==> config.mk <==
export PLATFORM = sky130hd
export DESIGN_NAME = updown_counter_param
export DESIGN_NICKNAME = d
export VERILOG_FILES = /design/src/rtl/updown_pkg.sv /design/src/rtl/ud_next_val.sv /design/src/rtl/updown_counter_param.sv
export SDC_FILE = /design/constraint.sdc
export NUM_CORES = 1
export LEC_CHECK = 0
export ABC_AREA = 1
export BUFFER_PORTS_ARGS = -buffer_cell sky130_fd_sc_hd__buf_2
export CAP_MARGIN = 20
export CORE_ASPECT_RATIO = 2
export CORE_MARGIN = 4
export CORE_UTILIZATION = 50
export CTS_CLUSTER_DIAMETER = 80
export DETAILED_ROUTE_END_ITERATION = 10
export GPL_TIMING_DRIVEN = 0
export PLACE_DENSITY = 0.76
export SLEW_MARGIN = 20
export SYNTH_ARGS = -nofsm -noshare
export SYNTH_HDL_FRONTEND = slang
export SYNTH_SLANG_ARGS = --single-unit
export TNS_END_PERCENT = 5
==> constraint.sdc <==
create_clock -name clk -period 2.4 [get_ports clk]
set_input_delay 0.12 -clock clk [delete_from_list [all_inputs] [get_ports clk]]
set_output_delay 0.12 -clock clk [all_outputs]
set_load 0.01 [all_outputs]
==> src/rtl/updown_pkg.sv <==
// Shared mode encodings for the parametrised up/down counter.
// Imported by the counter top and its next-state logic.
package updown_pkg;

  localparam logic [1:0] MODE_WRAP   = 2'b00;
  localparam logic [1:0] MODE_SAT    = 2'b01;
  localparam logic [1:0] MODE_BOUNCE = 2'b10;
  localparam logic [1:0] MODE_RSVD   = 2'b11;

endpackage

==> src/rtl/ud_next_val.sv <==
// Combinational next-state logic for one enabled counter step.
// Produces the next count, direction and terminal-count flag for the current mode.
module ud_next_val
  import updown_pkg::*;
#(
  parameter int unsigned WIDTH   = 8,
  parameter int unsigned MAX_VAL = 2 ** WIDTH - 1
) (
  input  logic [WIDTH-1:0] count_i,
  input  logic             dir_i,
  input  logic             up_down_i,
  input  logic [1:0]       mode_i,
  output logic [WIDTH-1:0] next_count_o,
  output logic             next_dir_o,
  output logic             next_tc_o
);

  localparam logic [WIDTH-1:0] MaxVal   = WIDTH'(MAX_VAL);
  localparam logic [WIDTH-1:0] One      = WIDTH'(1);
  localparam logic [WIDTH-1:0] MaxMinus = MaxVal - One;

  logic             eff_up;
  logic             at_term;
  logic [WIDTH-1:0] term_val;
  logic [WIDTH-1:0] stepped;

  // Bounce follows its own direction register; the other modes follow up_down.
  always_comb begin
    eff_up   = (mode_i == MODE_BOUNCE) ? dir_i : up_down_i;
    term_val = eff_up ? MaxVal : '0;
    at_term  = (count_i == term_val);
    stepped  = eff_up ? (count_i + One) : (count_i - One);
  end

  always_comb begin
    next_count_o = count_i;
    next_dir_o   = dir_i;
    next_tc_o    = 1'b0;
    unique case (mode_i)
      MODE_WRAP: begin
        next_count_o = at_term ? (eff_up ? '0 : MaxVal) : stepped;
        next_dir_o   = up_down_i;
        next_tc_o    = at_term;
      end
      MODE_SAT: begin
        next_count_o = at_term ? count_i : stepped;
        next_dir_o   = up_down_i;
        next_tc_o    = at_term;
      end
      MODE_BOUNCE: begin
        if (at_term) begin
          next_count_o = eff_up ? MaxMinus : One;
          next_dir_o   = ~eff_up;
        end else begin
          next_count_o = stepped;
        end
        next_tc_o = at_term;
      end
      MODE_RSVD: begin
        next_count_o = count_i;
        next_dir_o   = dir_i;
        next_tc_o    = 1'b0;
      end
      default: begin
        next_count_o = count_i;
        next_dir_o   = dir_i;
        next_tc_o    = 1'b0;
      end
    endcase
  end

endmodule

==> src/rtl/updown_counter_param.sv <==
// Parametrised up/down counter with load, enable and wrap/saturate/bounce overflow modes.
// Holds the state registers and applies reset > load > enable > hold priority.
module updown_counter_param
  import updown_pkg::*;
#(
  parameter int unsigned WIDTH   = 8,
  parameter int unsigned MAX_VAL = 2 ** WIDTH - 1
) (
  input  logic             clk,
  input  logic             rst,
  input  logic             en,
  input  logic             up_down,
  input  logic             load,
  input  logic [WIDTH-1:0] load_val,
  input  logic [1:0]       mode,
  output logic [WIDTH-1:0] count,
  output logic             dir,
  output logic             tc
);

  localparam logic [WIDTH-1:0] MaxVal = WIDTH'(MAX_VAL);

  logic [WIDTH-1:0] count_q, count_d;
  logic             dir_q, dir_d;
  logic             tc_q, tc_d;

  logic [WIDTH-1:0] step_count;
  logic             step_dir;
  logic             step_tc;
  logic [WIDTH-1:0] load_clamped;

  // A full-range modulus needs no clamp; skipping it avoids a constant compare.
  if (MAX_VAL == 2 ** WIDTH - 1) begin : g_no_clamp
    assign load_clamped = load_val;
  end else begin : g_clamp
    assign load_clamped = (load_val > MaxVal) ? MaxVal : load_val;
  end

  ud_next_val #(
    .WIDTH  (WIDTH),
    .MAX_VAL(MAX_VAL)
  ) u_next (
    .count_i     (count_q),
    .dir_i       (dir_q),
    .up_down_i   (up_down),
    .mode_i      (mode),
    .next_count_o(step_count),
    .next_dir_o  (step_dir),
    .next_tc_o   (step_tc)
  );

  always_comb begin
    count_d = count_q;
    dir_d   = dir_q;
    tc_d    = 1'b0;
    if (load) begin
      count_d = load_clamped;
      dir_d   = up_down;
    end else if (en) begin
      count_d = step_count;
      dir_d   = step_dir;
      tc_d    = step_tc;
    end
  end

  always_ff @(posedge clk) begin
    if (!rst) begin
      count_q <= '0;
      dir_q   <= 1'b1;
      tc_q    <= 1'b0;
    end else begin
      count_q <= count_d;
      dir_q   <= dir_d;
      tc_q    <= tc_d;
    end
  end

  assign count = count_q;
  assign dir   = dir_q;
  assign tc    = tc_q;

endmodule

After elaboration in Yosys (flattened, before gate mapping)
Cells that the tools add are included.

Input port bits: 15. Register bits: 10. Logic and storage cells: 38. Output and inout port bits: 10.

$add $sub $neg: 2. Reductions and logical operators: 7. Bitwise logic cells: 3. Eq/ne operators: 7. Muxes and demuxes: 16.

Operators by type and width (number): two-way mux 8 bit (9); one-hot mux 8 bit (3 select lines) (1); adder 8 x 1 -> 8 bit, second input constant (1); equality test 8 bit (1); subtractor 8 x 1 -> 8 bit, second input constant (1); AND reduction 3 bit (2); OR reduction 3 bit (2); equality test 2 bit, second input constant (2); two-way mux 1 bit (4); one-hot mux 1 bit (2 select lines) (2); != test 3 x 2 -> 1 bit, second input constant (1); != test 3 bit, second input constant (1); inverter 1 bit (3); equality test 2 x 1 -> 1 bit, second input constant (1); logical NOT 2 bit (1); != test 2 bit, second input constant (1); nonzero test 2 bit (1); OR reduction 2 bit (1).

Longest topological paths before layout
Depth in word-level cells: 8. Gate-level depth with buffers: 21. Mapped depth without buffers: 20.

Modules after synthesis
A second synthesis with hierarchy kept.

Cells, all modules: 221. Area, all modules: 1316.3 um2.

By module, submodules not included: ud_next_val (area each 855.8 um2, cells each 151, times used 1, seq. area each 0.0 um2); updown_counter_param (area each 460.4 um2, cells each 70, times used 1, seq. area each 200.2 um2).

Worst setup path after synthesis
OpenSTA, ideal clock, no wires.

Kind: input-to-reg. From: input mode[0]. To: register count_q[4] (netlist: count[4]). Setup time: 0.072 ns. Cell stages on the path: 18. Arrival time: 2.186 ns. Path slack: 0.143 ns. Buffers on the path: 1. Cells stage by stage: inv_1 -> ha_1 -> buf_4 -> nand2_1 -> nand2_2 -> inv_1 -> ha_1 -> or2_1 -> and2_1 -> xor2_1 -> nand2_1 -> nand2_1 -> inv_2 -> nand2_1 -> nand2_1 -> nand2_1 -> nand2_1 -> a21oi_1.

Cells in the longest elaborated chain, start to end: 8.

Ends and longest elaborated chain: start, declared (RTL line updown_counter_param.sv:15) `input logic [1:0] mode,`; equality test 2 bit (RTL line ud_next_val.sv:29, ud_next_val.sv:39); two-way mux 1 bit (RTL line ud_next_val.sv:29) `eff_up = (mode_i == MODE_BOUNCE) ? dir_i : up_down_i;`; two-way mux 8 bit (RTL line ud_next_val.sv:30) `term_val = eff_up ? MaxVal : '0;`; equality test 8 bit (RTL line ud_next_val.sv:31) `at_term = (count_i == term_val);`; two-way mux 8 bit (on tied branches) (RTL line ud_next_val.sv:51, ud_next_val.sv:41); one-hot mux 8 bit (3 select lines) (RTL line ud_next_val.sv:39) `unique case (mode_i)`; two-way mux 8 bit (RTL line updown_counter_param.sv:59) `end else if (en) begin`; two-way mux 8 bit (RTL line updown_counter_param.sv:56) `if (load) begin`; end signal, assigned (RTL line updown_counter_param.sv:72) `count_q <= count_d;`; end, declared (RTL line updown_counter_param.sv:23) `logic [WIDTH-1:0] count_q, count_d;`.

Parallel ways exist; a longest one is shown, timed or not. The select of a mux whose other input is x is not followed. A chain may end at the register's enable or synchronous reset.

Worst setup path after layout
From: register dir_q (netlist: dir). To: register count_q[7] (netlist: count[7]).

Cells in the longest elaborated chain, start to end: 7.

Ends and longest elaborated chain: start, declared (RTL line updown_counter_param.sv:24) `logic dir_q, dir_d;`; start signal, assigned (RTL line updown_counter_param.sv:73) `dir_q <= dir_d;`; two-way mux 1 bit * (RTL line ud_next_val.sv:29); two-way mux 8 bit (RTL line ud_next_val.sv:30); equality test 8 bit (RTL line ud_next_val.sv:31); two-way mux 8 bit (on tied branches) (RTL line ud_next_val.sv:51, ud_next_val.sv:41); one-hot mux 8 bit (3 select lines) (RTL line ud_next_val.sv:39); two-way mux 8 bit (RTL line updown_counter_param.sv:59); two-way mux 8 bit (RTL line updown_counter_param.sv:56).

Mark *: on every way between the ends. The rest lies on a longest branch, timed or not. The select of a mux whose other input is x is not followed.

==> summary.txt <==
run status -> completed
clock sink total -> 10
Final Hold Fails -> 0
Post-Layout Cell Count -> 289
Die ar. -> 3570 sq um
Cells after DPL -> 272
CP arrival -> 2470 ps
Antenna Cells -> 0
Top Usage Layer GRT -> met2
period utilization -> 97.9%
Total Wirelength -> 3910 microns
Clock Skew -> 5.89 ps
Critical Path Fanout Max -> 6
post-route antenna net violation count -> 0
Skew-Pair Late Insertion Delay -> 250 ps
PD cells -> 517 nW/um^2
Die X-Extent -> 44.3 microns
Slew HR -> 75.9%
Hold Crit Class -> in2reg
CTS buffer count -> 3
CP startpoint -> dir$_SDFFE_PN1P_
pin count of the biggest net entering global routing -> 11
most frequent cells in the layout -> nand2_1, buf_2, nor2_1, nand3_1, inv_1
yosys warns -> 0
Post-Syn Area -> 1320 sq um
post-synth top area share -> 23.9%
root buf cell -> clkbuf_8
reg2reg setup slack -> 50 ps
area delta synth->final -> 37.7%
critical path class -> reg2reg
Synth area leaders -> nand2_1, dfxtp_1, ha_1, nand3_1, a21oi_1
max frequency -> 426 MHz
I/O Buffers -> 24
CTS tree -> done
met1 Usage GRT -> 22.7%
I/O pin total -> 25
Crit. End Element -> register
Critical Path RT -> 2530 ps
placed wire-length estimate -> 2670 microns
initial antenna violation count -> 0
Seq/Total Area, Yosys -> 15.2%
global route overflow -> 0
Critical Path End -> count[7]$_SDFFE_PN0P_
Synth Area per Inst -> 5.99 sq um
core area -> 2540 sq um
Max-Cap Viols -> 0
Leak -> 0.000984 uW
GRT Total Usage -> 22.3%
Synthesized Nets -> 246
gpl congestion -> 0.836
post-synth cell types -> 32
post-layout min period -> 2350 ps
DR pass1 iterations -> 4
RSZ-0062 raised after global routing -> true
Hold Crit Start -> load
Synth Register Bits -> 10
first-pass GRT wire length -> 6110 microns
Final Setup Violations -> 0
commonest non-fill, non-tap cell in the layout -> nand2_1
worst slack, placed -> -343 ps
Setup crit start kind -> register
Final #Nets -> 288
met3 usage -> 2.02%
Final WS setup -> 51.6 ps
worst IR drop on VDD -> 0.000374 V
worst r2r path cells -> 16
Core Rows -> 26
fin. max-slew vios -> 0
buffer depth of the longest clock path -> 2
Hold-fix buffers, CTS -> 0
Slew @ Worst Pin -> 361 ps
GR Layer Usage met2 -> 42.0%
Initial Util -> 51.9%
Tot Pwr -> 939 uW
DR WL/cell -> 13.5 microns
Vias/cell -> 5.33
Die H -> 80.6 microns
dominant cell type by area after synthesis -> nand2_1
cells after synthesis -> 220
starting DRC count in detailed routing -> 51
worst r2r src -> dir$_SDFFE_PN1P_
vias post-DR -> 1541
Reg clk slew, reported paths -> 50 ps
H-tree levels -> 1
number of global-route vias before repair -> 1480
Remaining DRCs -> 0
Worst R2R End -> count[7]$_SDFFE_PN0P_
layout cell share with drive strength beyond 1 -> 33.7%
## state kept, by name (all words and copies together), names as in the netlist
register  count
tc            1
count         8
dir           1
## report_power, final
group          internal, uW  switching, uW
Clock                   145           76.0
Sequential              182           26.2
Combinational           215            294
Total                   543            396
## how the worst min path moves through the flow
stage,endpoint,slack [ps],cells past startpoint
4_1_cts,tc$_SDFF_PP0_,120,2
3_5_place_dp,tc$_SDFF_PP0_,370,2
5_1_grt,count[0]$_SDFFE_PN0P_,140,3
3_3_place_gp,tc$_SDFF_PP0_,370,2
2_1_floorplan,tc$_SDFF_PP0_,200,1
6_report,tc$_SDFF_PP0_,130,2
## metrics by stage
step	cell area (sq um)	hold slack, ps	utilization (%)	TNS, ps
global route	1810	140	71.5	-392
CTS	1620	118	64.0	-22.4
global placement	1470	366	58.0	-2130
detailed placement	1470	365	58.0	-2670
finish	1810	133	71.5	0
floorplan	1320	198	-	0
## what timing repair did
item,CTS,global route
pin swaps,2,10
cloned,0,1
endpoints found under the setup margin,7,9
gates resized for setup,14,22
buffers inserted,3,9
## cells by family (layout without fill, tap and decap cells)
logic type,Yosys count,in the layout,share of synthesized area (%)
simple gates,143,143,52.2
buf+inv,31,72,10.7
compound gates,21,21,8.17
fa+ha+maj,11,11,11.0
flops,10,10,15.2
xor+xnor,4,4,2.66
## critical path, cell delays in order, from the launching register on
cell,delay [ps]
dfxtp_4,370
nand2_4,70
nand2_4,80
clkinvlp_4,170
buf_6,190
ha_4,300
nand4_4,120
nor2_8,160
nand3_4,120
buf_6,140
clkbuf_16,140
nand3_1,70
nand2_1,50
nand2_1,80
nand2_1,50
nand2_1,60
a21oi_1,50
## cells in the mapped netlist
| library cell | instances |
|---|---|
| a21oi_1 | 15 |
| a22oi_1 | 1 |
| and2_1 | 1 |
| buf_2 | 2 |
| buf_4 | 1 |
| buf_6 | 2 |
| clkinv_1 | 1 |
| clkinv_2 | 1 |
| dfxtp_1 | 10 |
| fa_1 | 1 |
| ha_1 | 10 |
| inv_1 | 18 |
| inv_2 | 5 |
| inv_4 | 1 |
| nand2_1 | 84 |
| nand2_2 | 6 |
| nand2_4 | 2 |
| nand3_1 | 20 |
| nand3_2 | 3 |
| nand3_4 | 1 |
| nand3b_1 | 1 |
| nand3b_4 | 1 |
| nand4_1 | 1 |
| nand4_2 | 2 |
| nor2_1 | 18 |
| nor2_8 | 1 |
| nor4_1 | 1 |
| o21ai_0 | 1 |
| o21ai_1 | 4 |
| or2_1 | 1 |
| xnor2_1 | 2 |
| xor2_1 | 2 |
## layer usage
layer | up-vias | share of wire, %
li1 | 781 | -
met1 | 689 | 36
met2 | 56 | 56
met3 | 15 | 3.9
met4 | 0 | 4.3
met5 | - | 0
## area by class of cell
cell class,count,area [sq um]
buffer,5,47.5
sequential,10,204
tap,28,35.0
multi-input combinational,179,1110
fill,224,723
clock buffer,4,55.1
timing repair buffer,37,253
inverter,26,110
Power figures use the tool's default switching activity.
